[src/rtl/vc_pop_arbiter.sv]
// vc_pop_arbiter: pops the four VC FIFOs in round-robin bursts and pushes the words into
// the outbound link FIFO with a fixed two-cycle pop-to-push latency.
// Optional feature: define VC_ARB_COUNT_EN to add vc_word_cnt (per-VC pushed-word counters).
module vc_pop_arbiter #(
  parameter  int unsigned BURST_LEN = 4,
  parameter  int unsigned NUM_VC    = 4,
  localparam int unsigned DATA_W    = 12,
  localparam int unsigned VC_W      = 2,
  localparam int unsigned WCNT_W    = 16
) (
  input  logic                      clk,
  input  logic                      reset,
  input  logic [NUM_VC*DATA_W-1:0]  fifo_data_in,
  input  logic [NUM_VC-1:0]         fifo_empty,
  input  logic [NUM_VC-1:0]         fifo_almost_empty,
  input  logic                      sink_almost_full,
  output logic [NUM_VC-1:0]         fifo_pop,
  output logic [DATA_W-1:0]         data_out,
  output logic                      push,
  output logic [VC_W-1:0]           grant_vc,
  output logic                      busy
`ifdef VC_ARB_COUNT_EN
  ,
  output logic [NUM_VC*WCNT_W-1:0]  vc_word_cnt
`endif
);

  localparam int unsigned CNT_W = 4;

  typedef enum logic [0:0] {
    ST_IDLE  = 1'b0,
    ST_BURST = 1'b1
  } state_t;

  state_t              state_q, state_d;
  logic [VC_W-1:0]     grant_q, grant_d;
  logic [CNT_W-1:0]    burst_cnt_q, burst_cnt_d;
  logic [VC_W-1:0]     last_vc_q, last_vc_d;
  logic                last_flag_q, last_flag_d;
  logic                armed_q, armed_d;
  logic                pop_vld_q, pop_vld_d;
  logic [VC_W-1:0]     pop_vc_q, pop_vc_d;
  logic                push_q, push_d;
  logic [DATA_W-1:0]   data_q, data_d;

  logic                rr_found;
  logic [VC_W-1:0]     rr_vc;
  logic [VC_W-1:0]     cand;
  logic                pop_go;
  logic [VC_W-1:0]     pop_vc;
  logic [DATA_W-1:0]   src_word;

  // Round-robin pick: first non-empty VC searching from last_vc+1 upward, wrapping.
  always_comb begin
    rr_found = 1'b0;
    rr_vc    = '0;
    cand     = '0;
    for (int unsigned i = 1; i <= NUM_VC; i++) begin
      cand = last_vc_q + VC_W'(i);
      if (!rr_found && !fifo_empty[cand]) begin
        rr_found = 1'b1;
        rr_vc    = cand;
      end
    end
  end

  // Burst FSM next state and the combinational pop strobe.
  always_comb begin
    state_d     = state_q;
    grant_d     = grant_q;
    burst_cnt_d = burst_cnt_q;
    last_vc_d   = last_vc_q;
    last_flag_d = last_flag_q;
    armed_d     = 1'b1;
    pop_go      = 1'b0;
    pop_vc      = grant_q;
    fifo_pop    = '0;
    case (state_q)
      ST_IDLE: begin
        // armed_q holds off popping until the first edge after reset release
        if (armed_q && rr_found && !sink_almost_full) begin
          pop_go      = 1'b1;
          pop_vc      = rr_vc;
          grant_d     = rr_vc;
          burst_cnt_d = CNT_W'(1);
          last_flag_d = fifo_almost_empty[rr_vc];
          state_d     = ST_BURST;
        end
      end
      ST_BURST: begin
        if (!fifo_empty[grant_q] && !fifo_almost_empty[grant_q] && !sink_almost_full &&
            (burst_cnt_q < CNT_W'(BURST_LEN)) && !last_flag_q) begin
          pop_go = 1'b1;
          pop_vc = grant_q;
          if (burst_cnt_q != {CNT_W{1'b1}}) begin
            burst_cnt_d = burst_cnt_q + CNT_W'(1);
          end
        end else begin
          // this no-pop cycle is the single bubble between bursts
          last_vc_d   = grant_q;
          burst_cnt_d = '0;
          last_flag_d = 1'b0;
          state_d     = ST_IDLE;
        end
      end
      default: state_d = ST_IDLE;
    endcase
    if (pop_go) begin
      fifo_pop[pop_vc] = 1'b1;
    end
  end

  // Select the word of the VC popped last cycle.
  always_comb begin
    src_word = '0;
    for (int unsigned k = 0; k < NUM_VC; k++) begin
      if (VC_W'(k) == pop_vc_q) begin
        src_word = fifo_data_in[k*DATA_W +: DATA_W];
      end
    end
  end

  // Two-stage pop-to-push pipeline; push is never gated by the sink flag.
  always_comb begin
    pop_vld_d = pop_go;
    pop_vc_d  = pop_vc;
    push_d    = pop_vld_q;
    data_d    = data_q;
    if (pop_vld_q) begin
      data_d = src_word;
    end
  end

  // State and pipeline registers.
  always_ff @(posedge clk or negedge reset) begin
    if (!reset) begin
      state_q     <= ST_IDLE;
      grant_q     <= '0;
      burst_cnt_q <= '0;
      last_vc_q   <= VC_W'(NUM_VC - 1);
      last_flag_q <= 1'b0;
      armed_q     <= 1'b0;
      pop_vld_q   <= 1'b0;
      pop_vc_q    <= '0;
      push_q      <= 1'b0;
      data_q      <= '0;
    end else begin
      state_q     <= state_d;
      grant_q     <= grant_d;
      burst_cnt_q <= burst_cnt_d;
      last_vc_q   <= last_vc_d;
      last_flag_q <= last_flag_d;
      armed_q     <= armed_d;
      pop_vld_q   <= pop_vld_d;
      pop_vc_q    <= pop_vc_d;
      push_q      <= push_d;
      data_q      <= data_d;
    end
  end

  assign data_out = data_q;
  assign push     = push_q;
  assign grant_vc = grant_q;
  assign busy     = (state_q != ST_IDLE);

`ifdef VC_ARB_COUNT_EN
  logic [NUM_VC-1:0][WCNT_W-1:0] word_cnt_q, word_cnt_d;
  logic [VC_W-1:0]               push_vc_q, push_vc_d;

  // Count each pushed word against the VC it came from; wraps naturally.
  always_comb begin
    push_vc_d  = pop_vc_q;
    word_cnt_d = word_cnt_q;
    if (push_q) begin
      word_cnt_d[push_vc_q] = word_cnt_q[push_vc_q] + WCNT_W'(1);
    end
  end

  // Counter registers.
  always_ff @(posedge clk or negedge reset) begin
    if (!reset) begin
      word_cnt_q <= '0;
      push_vc_q  <= '0;
    end else begin
      word_cnt_q <= word_cnt_d;
      push_vc_q  <= push_vc_d;
    end
  end

  assign vc_word_cnt = word_cnt_q;
`endif

endmodule

[config.mk]
export PLATFORM = sky130hd
export DESIGN_NAME = vc_pop_arbiter
export DESIGN_NICKNAME = d
export VERILOG_FILES = /design/src/rtl/vc_pop_arbiter.sv
export SDC_FILE = /design/constraint.sdc
export NUM_CORES = 1
export LEC_CHECK = 0
export BUFFER_PORTS_ARGS = -buffer_cell sky130_fd_sc_hd__buf_2
export CORE_MARGIN = 8
export CORE_UTILIZATION = 46
export CTS_BUF_LIST = sky130_fd_sc_hd__clkbuf_4
export DETAILED_ROUTE_END_ITERATION = 10
export PLACE_DENSITY_LB_ADDON = 0.15
export SLEW_MARGIN = 0
export SYNTH_ARGS = -nofsm -noshare
export SYNTH_HDL_FRONTEND = slang
export SYNTH_SLANG_ARGS = --single-unit
[constraint.sdc]
create_clock -name clk -period 2.31 [get_ports clk]
set_input_delay 0.1155 -clock clk [delete_from_list [all_inputs] [get_ports clk]]
set_output_delay 0.1155 -clock clk [all_outputs]
set_load 0.02 [all_outputs]
Word-level counts from Yosys, hierarchy flattened
Cells that the tools add are included.

Register bits after elaboration: 26. Input port bits: 59. Output and inout bits: 20. Logic and storage cells: 95.

$add $sub $neg: 4. Order comparisons: 9. Equal/unequal tests: 7. Mux-type cells: 41. Bitwise gates (word level): 2. Reduce and logical (&&, ||, !) cells: 23.

Operators with widths (count): two-way mux 12 bit (4); less-than comparator 2 x 3 -> 1 bit (second input constant) (7); two-way mux 1 bit (16); two-way mux 4 bit (4); binary-select mux 1 bit (select 2 bit) (7); logical AND 1 bit (10); two-way mux 2 bit (5); logical NOT 1 bit (9); one-hot mux 4 bit (2 select lines) (1); AND reduction 2 bit (3); adder 2 bit (second input constant) (2); adder 4 x 1 -> 4 bit (second input constant) (1); == test 2 bit (first input constant) (2); less-than comparator 4 x 3 -> 1 bit (second input constant) (1); != test 2 bit (second input constant) (2); != test 4 bit (second input constant) (1); one-hot mux 1 bit (2 select lines) (2); one-hot mux 2 bit (2 select lines) (1); != test 3 x 2 -> 1 bit (second input constant) (1); adder 2 x 1 -> 2 bit (second input constant) (1); demux 1 bit (select 2 bit) (1); == test 1 x 2 -> 1 bit (first input constant) (1); >= comparator 2 x 1 -> 1 bit (second input constant) (1); logical NOT 2 bit (1); NOT 1 bit (2).

Depth between registers and ports, before layout
Gate-level depths: netlist of the first run.

Depth in word-level cells: 21. Mapped depth: 7. Depth with buffers taken out: 6.

Worst setup path after synthesis of the first run
OpenSTA, ideal clock, no wires.

Path kind: reg-to-output. Start: register last_vc_q[1]. End: output port fifo_pop[0]. Data arrival time: 1863 ps. Required time: 2194 ps. Path slack: 331 ps. Stages on the path, launching flop included: 7. Path buffers: 0. Cell sequence: dfstp_2 nor2b_1 o41ai_1 nor2_1 a21oi_1 inv_1 nor3_1.

Longest elaborated chain between the ends: 21. Elaborated cells between the ends (all ways): 39. Those cells by class: add/sub: 3; order compare: 2; mux: 23; reduce/logical: 11.

RTL lines: from (decl) (line 38) `logic [VC_W-1:0] last_vc_q, last_vc_d;`; from (signal assigned) (line 140) `last_vc_q <= VC_W'(NUM_VC - 1);`; from (signal assigned) (line 151) `last_vc_q <= last_vc_d;`; adder 2 bit (line 59) `cand = last_vc_q + VC_W'(i);`; binary-select mux 1 bit (select 2 bit) (line 60) `if (!rr_found && !fifo_empty[cand]) begin`; two-way mux 1 bit (implied by the code) (line 60); logical NOT 1 bit (line 60); logical AND 1 bit (line 60); two-way mux 1 bit (line 60); logical NOT 1 bit (line 60); logical AND 1 bit (line 60); [6 not listed]; two-way mux 2 bit * (line 81) `if (armed_q && rr_found && !sink_almost_full) begin`; one-hot mux 2 bit (2 select lines) * (line 78) `case (state_q)`; net pop_vc[1] (line 50) `logic [VC_W-1:0] pop_vc;`; less-than comparator 2 x 3 -> 1 bit (implied by the code) or >= comparator 2 x 1 -> 1 bit (tied branches) (line 109) `fifo_pop[pop_vc] = 1'b1;`; logical AND 1 bit (implied by the code) (line 109); two-way mux 1 bit (implied by the code) (line 109); demux 1 bit (select 2 bit) * (line 109); two-way mux 4 bit * (line 108) `if (pop_go) begin`; to (decl) (line 17) `output logic [NUM_VC-1:0] fifo_pop,`.

The timed path passes the listed nets; every way through them passes the cells marked *. The select of a mux whose other input is x is not followed.

Worst setup path after layout of the first run
Start: register burst_cnt_q[3]. End: output port fifo_pop[1].

Longest elaborated chain between the ends: 6.

RTL lines: from (decl) (line 37) `logic [CNT_W-1:0] burst_cnt_q, burst_cnt_d;`; from (signal assigned) (line 150) `burst_cnt_q <= burst_cnt_d;`; less-than comparator 4 x 3 -> 1 bit (line 92) `(burst_cnt_q < CNT_W'(BURST_LEN)) && !last_flag_q) begin`; logical AND 1 bit (line 91) `if (!fifo_empty[grant_q] && !fifo_almost_empty[grant_q] && !sink_almost_full &&`; logical AND 1 bit (line 92); two-way mux 1 bit (line 91); one-hot mux 1 bit (2 select lines) (line 78); net pop_go (line 49) `logic pop_go;`; two-way mux 4 bit (line 108).

The timed path passes the listed nets, and every way through them passes these cells.

==> flow_metrics.tcl, run 1 <==
set metrics [dict create \
    run_status "complete, no violations" \
    tns_ns 0 \
    coreArea_um2 3030 \
    setup_viol 0 \
    min_period_ns 2.24 \
    crit_arrival_ns 2.12 \
    synth_edf_count 0 \
    hold_depth 3 \
    drt-initial-drc-count 29 \
    final_design_area_no_fill_um2 1970 \
    start_util 0.481 \
    die_x_um 72.3 \
    worst_slew_pin_slew_ns 0.560 \
    cap_violations 0 \
    cts_root_buf "clkbuf_4" \
    cts.path.max_buffers 2 \
    antenna_found_initial 0 \
    grtUsageTotal 0.153 \
    startpoint_type "flop" \
    p_seq_frac 0.400 \
    dp_hpwl_mm 3.10 \
    fmax_mhz 447 \
    cp.required_ns 2.19 \
    hold_start "fifo_almost_empty[3]" \
    gp_congestion 0.805 \
    rsz0062_at_grt "true" \
    yosysSeqAreaShare 0.448 \
    cts_tree "done" \
    syn_nets 171 \
    fillers 243 \
    syn_to_final_growth_pct 35.1 \
    path_class "flop to output pin" \
    htreeDepth 1 \
    path_cells "or4_4 -> a2111o_1 -> and2_4 -> clkinv_4 -> and3_1 -> buf_2" \
    fin_crit_sh 0.969 \
    slowest_stage "or4_4" \
    post-route-util 0.650 \
    syn_avg_cell_area_um2 13.1 \
    yosysUniqueCellTypes 37 \
    syn_area_um2 1460 \
    portBuffers 78 \
    pwr-share-comb 0.501 \
    netSwitchingPower_w 0.000756 \
    ys_async_sr_fraction 1.00 \
    ios 79 \
    routed_via_density 5.24 \
    slew_headroom 0.627 \
    power_switching_share 0.387 \
    p_leak_nw 0.952 \
    numCtsBuffers 3 \
    syn-instance-count 111 \
    num_vias 1248 \
    die_h_um 72.3 \
    n_antenna_cell 0 \
    path_clk_slew_ns 0.13 \
    drt_wl_total_mm 3.77 \
    detail_route.wl_per_cell_um 15.9 \
    ant_nets 0 \
    power_density_nw_per_um2 992 \
    p_clk_frac 0.098 \
    grt_max_degree 27 \
    overflow 0 \
    grt_first_pass_wirelength_mm 6.38 \
    placed_cell_area_um2 1900 \
    fp-row-count 20 \
    hold_class "primary input to flop" \
    hold_end "last_flag_q" \
    drc_errors 0 \
    clock_latency_ns 0.31 \
    die_area_um2 5230 \
    cp-end-kind "output pin" \
    reg2reg_from "last_vc_q[1]" \
    r2r_cells 5 \
    total_power_w 0.00195 \
    clock-skew-final_ns 0.00279 \
    peakVddDrop_v 0.000580 \
    reg2reg_to "last_flag_q" \
    layout-drive-gt1-share 0.649 \
    p_int_w 0.00120 \
    cts_sinks 26 \
    yosys_warnings 0 \
    nets 255 \
    finalHoldViolations 0 \
    grt_pass1_vias 1444 \
    slowest_delay_ns 0.52 \
    finalMaxSlewViolations 0 \
    drt-pass1-iter-count 4 \
    crit_fanout 4 \
    ys_seq_elements 26 \
    ys.flop_type "dfrtp_1" \
    r2r_slack_ns 0.35 \
]
-- layout make-up --
type / instances / area [um2] / share of cell area
inverter: 6 / 27.5 / 0.0140
clock inverter: 1 / 3.75 / 0.00191
timing repair buffer: 83 / 433 / 0.220
multi-input combinational: 75 / 773 / 0.393
sequential: 26 / 654 / 0.332
clock buffer: 3 / 22.5 / 0.0114
tap: 44 / 55.1 / 0.0280
-- stage by stage --
step	cells	worst slack [ns]	hold WS, ns
2_1_floorplan	111	0.331	-0.180
3_3_place_gp	231	0.391	0.135
3_5_place_dp	231	0.322	0.144
4_1_cts	236	0.0105	0.188
5_1_grt	238	-0.00875	0.192
6_report	238	0.0726	0.201
-- how the worst max path moves through the flow --
stage / startpoint / end / slack, ns / cells after the start
6_report: burst_cnt_q[3] / fifo_pop[1] / 0.07 / 6
5_1_grt: last_vc_q[1] / fifo_pop[1] / -0.009 / 6
4_1_cts: last_vc_q[1] / fifo_pop[0] / 0.01 / 7
3_5_place_dp: last_vc_q[1] / fifo_pop[0] / 0.32 / 7
3_3_place_gp: last_vc_q[1] / fifo_pop[0] / 0.39 / 7
2_1_floorplan: last_vc_q[1] / fifo_pop[0] / 0.33 / 6
-- cells in the mapped netlist, types with 2 or more instances --
| master | count | share of area |
|---|---|---|
| a211oi_1 | 2 | 0.010 |
| a21oi_1 | 4 | 0.014 |
| and3_1 | 2 | 0.0086 |
| clkbuf_1 | 2 | 0.0052 |
| dfrtp_1 | 24 | 0.41 |
| dfstp_2 | 2 | 0.036 |
| inv_1 | 5 | 0.013 |
| mux2_2 | 16 | 0.12 |
| mux4_2 | 12 | 0.19 |
| nand2_1 | 2 | 0.0052 |
| nor2_1 | 8 | 0.021 |
| nor2b_1 | 3 | 0.013 |
| nor3_1 | 4 | 0.014 |
| nor3b_1 | 2 | 0.010 |
-- cell families after synthesis --
kind of cell | Yosys count | share of synthesized area
compound gates | 14 | 0.0721
fa+ha+maj | 1 | 0.00858
buf+inv | 10 | 0.0326
flops | 26 | 0.448
mux | 29 | 0.316
other cells | 1 | 0.00257
simple gates | 30 | 0.120
-- worst max-delay path, delay by kind of cell (launching register included) --
kind / cells / cell delay, ns
and+or+nand+nor: 3 / 0.87
buffers and inverters: 2 / 0.21
DFF: 1 / 0.41
AOI/OAI and AO/OA: 1 / 0.33
-- power by group through the flow --
stage               clock (W)  combinational (W)  sequential [W]
finish               0.000192           0.000980        0.000782
global route         0.000215            0.00106        0.000820
CTS                  0.000198           0.000970        0.000784
floorplan                   0           0.000522        0.000914
detailed placement          0           0.000967        0.000790
global placement            0           0.000937        0.000782
-- sequential cells by signal, summed over array words and instances (netlist names) --
| signal | cells |
|---|---|
| data_out | 12 |
| burst_cnt_q | 4 |
| grant_vc | 2 |
| last_vc_q | 2 |
| pop_vc_q | 2 |
| armed_q | 1 |
| last_flag_q | 1 |
| pop_vld_q | 1 |
| push | 1 |
-- cells in the final DEF, fill, tap and decap left out, types with 5 or more instances in the layout --
master | Yosys | final
buf_2 | 1 | 77
dfrtp_1 | 24 | 23
mux2_2 | 16 | 16
mux4_2 | 12 | 12
nor2_1 | 8 | 8
inv_1 | 5 | 5
buf_4 | 1 | 5
-- what timing repair did --
item,in CTS,in global routing
gates resized for setup,1,4
setup endpoints to repair,1,3
buffers inserted,0,2
hold buffers,1,0
endpoints found under the hold margin,24,0
pin swaps,0,2
-- per-layer routing --
metal  global-route usage  share of wire  vias up
met5                    0              0        -
met1                0.165           0.40      589
met4               0.0816          0.025        0
li1                     -              -      589
met3               0.0606          0.093       10
met2                0.252           0.48       60
Power figures use the tool's default switching activity.
==> run 2, diff against run 1 <==
Settings changed: CAP_MARGIN from default to 15, PLACE_DENSITY_LB_ADDON 0.15 to 0.08.
Clock period 2.31 ns to 2.3 ns, I/O delays scaled along.
==> run 2 against run 1 <==
Effect of this change:
- largest cell class unchanged
- first-iteration DRC count increased by 140%
- cell area up 4.6%
- largest power group unchanged
- critical path depth is the same
- highest routed layer unchanged
- routed wire length fell by 0.34%
- worst hold slack worse by 0.026 ns
- clock power up 61%
- setup slack got worse by 0.057 ns
- sequential power grew 0.5%
- combinational power is 4% higher
- cell count grew 0.84%
- critical endpoint is now fifo_pop[3]
- clock skew rose by 0.0040 ns
- die area did not move
==> flow_metrics.tcl, run 2 (synthesis gave the netlist of run 1 again) <==
set metrics [dict create \
    run_status "complete, no violations" \
    nets 257 \
    min_period_ns 2.28 \
    final_design_area_no_fill_um2 2060 \
    cts_sinks 26 \
    grt_max_degree 27 \
    grt_first_pass_wirelength_mm 6.29 \
    finalNonFillerCells 240 \
    power_switching_share 0.368 \
    detail_route.wl_per_cell_um 15.7 \
    p_clk_frac 0.146 \
    cts.path.max_buffers 2 \
    grtUsageTotal 0.151 \
    p_leak_nw 0.976 \
    pwr-share-comb 0.483 \
    slew_headroom 0.619 \
    start_util 0.481 \
    ant_nets 0 \
    n_antenna_cell 0 \
    drt-pass1-iter-count 4 \
    clock_latency_ns 0.32 \
    finalMaxSlewViolations 0 \
    fillers 240 \
    power_density_nw_per_um2 1030 \
    r2r_slack_ns 0.39 \
    placed_cells 231 \
    clock-skew-final_ns 0.00679 \
    cp-end-kind "output pin" \
    path_class "flop to output pin" \
    numCtsBuffers 3 \
    setup_viol 0 \
    netSwitchingPower_w 0.000779 \
    layout-drive-gt1-share 0.689 \
    multi_input_area_um2 803 \
    cts_tree "done" \
    syn_to_final_growth_pct 41.3 \
    endpoint "fifo_pop[3]" \
    reg2reg_to "last_flag_q" \
    die_h_um 72.3 \
    drt_wl_total_mm 3.76 \
    crit_arrival_ns 2.17 \
    placed_cell_area_um2 1900 \
    crit_start "burst_cnt_q[3]" \
    portBuffers 78 \
    p_int_w 0.00134 \
    path_clk_slew_ns 0.14 \
    cap_violations 0 \
    layout_commonest_cell "buf_2" \
    antenna_found_initial 0 \
    gp_congestion 0.867 \
    num_vias 1246 \
    finalHoldViolations 0 \
    routed_via_density 5.19 \
    largest_reg_flops 12 \
    p_seq_frac 0.370 \
    die_x_um 72.3 \
    fp-row-count 20 \
    startpoint_type "flop" \
    r2r_cells 5 \
    total_power_w 0.00212 \
    htreeDepth 1 \
    final_cell_mix "buf_2, dfrtp_1, mux2_2" \
    coreArea_um2 3030 \
    cts_root_buf "clkbuf_4" \
    overflow 0 \
    peakVddDrop_v 0.000542 \
    grt_pass1_vias 1438 \
    register_area_um2 654 \
    hold_class "primary input to flop" \
    rsz0062_at_grt "true" \
    die_area_um2 5230 \
    reg2reg_from "last_vc_q[1]" \
    drt-initial-drc-count 70 \
    crit_fanout 4 \
    drc_errors 0 \
    dp_hpwl_mm 3.07 \
    cp.required_ns 2.18 \
    fin_crit_sh 0.993 \
    worst_slew_pin_slew_ns 0.571 \
    fmax_mhz 438 \
    ios 79 \
]
-- run 2: changes by cell type in the layout (fill, tap and decap cells not counted), sizes merged --
cell,previous run,this run
buf,82,84
clkinv,2,1
bufinv,0,1
-- run 2: critical path: stages, from the launching register on --
cell and delay (ns):
dfrtp_1 0.41, or4_4 0.52, a2111o_1 0.37, and2_4 0.20, clkinv_4 0.05, and3_4 0.18
buf_6 0.11
-- run 2: stage by stage --
step                hold slack (ns)  setup TNS (ns)  worst slack (ns)  utilization
floorplan                    -0.181               0             0.322            -
global placement              0.136               0             0.337        0.627
detailed placement            0.146               0             0.240        0.627
CTS                           0.165               0           0.00210        0.655
global route                  0.180          -0.158           -0.0576        0.680
finish                        0.176               0            0.0160        0.680
-- run 2: power groups by stage --
stage	sequential, W	combinational, W	clock [W]
global placement	0.000782	0.000945	0
detailed placement	0.000796	0.000963	0
global route	0.000818	0.00111	0.000337
floorplan	0.000918	0.000525	0
CTS	0.000782	0.000995	0.000322
finish	0.000786	0.00102	0.000310
-- run 2: how the worst min path moves through the flow --
stage	startpoint	end	slack, ns	depth (start not counted)
after floorplan	reset	armed_q	-0.18	0
after global placement	reset	data_out[5]	0.14	1
after detailed placement	reset	data_out[5]	0.15	1
after CTS	fifo_almost_empty[1]	last_flag_q	0.16	3
after global routing	fifo_almost_empty[1]	last_flag_q	0.18	3
final	fifo_almost_empty[1]	last_flag_q	0.18	3
-- run 2: repair_timing --
| item | 4_1_cts | 5_1_grt |
|---|---|---|
| setup buffers | 1 | 4 |
| hold buffers | 1 | 0 |
| pin swaps | 0 | 5 |
| endpoints found under the hold margin | 24 | 0 |
| gates resized for setup | 3 | 15 |
| setup endpoints to repair | 3 | 4 |
-- run 2: per-layer routing --
layer,share of wire,GRT usage,wire (um),up-vias
met1,0.39,0.165,1480,616
met4,0.0040,0.0522,15,0
met2,0.54,0.272,2020,33
li1,-,-,-,595
met5,0,0,0,-
met3,0.065,0.0399,244,2
-- run 2: final cells by class --
| type | count | area share |
|---|---|---|
| Clock buffer | 3 | 0.0109 |
| Clock inverter | 1 | 0.0146 |
| Inverter | 6 | 0.0134 |
| Multi-Input combinational cell | 75 | 0.390 |
| Sequential cell | 26 | 0.318 |
| Tap cell | 44 | 0.0267 |
| Timing Repair Buffer | 85 | 0.227 |
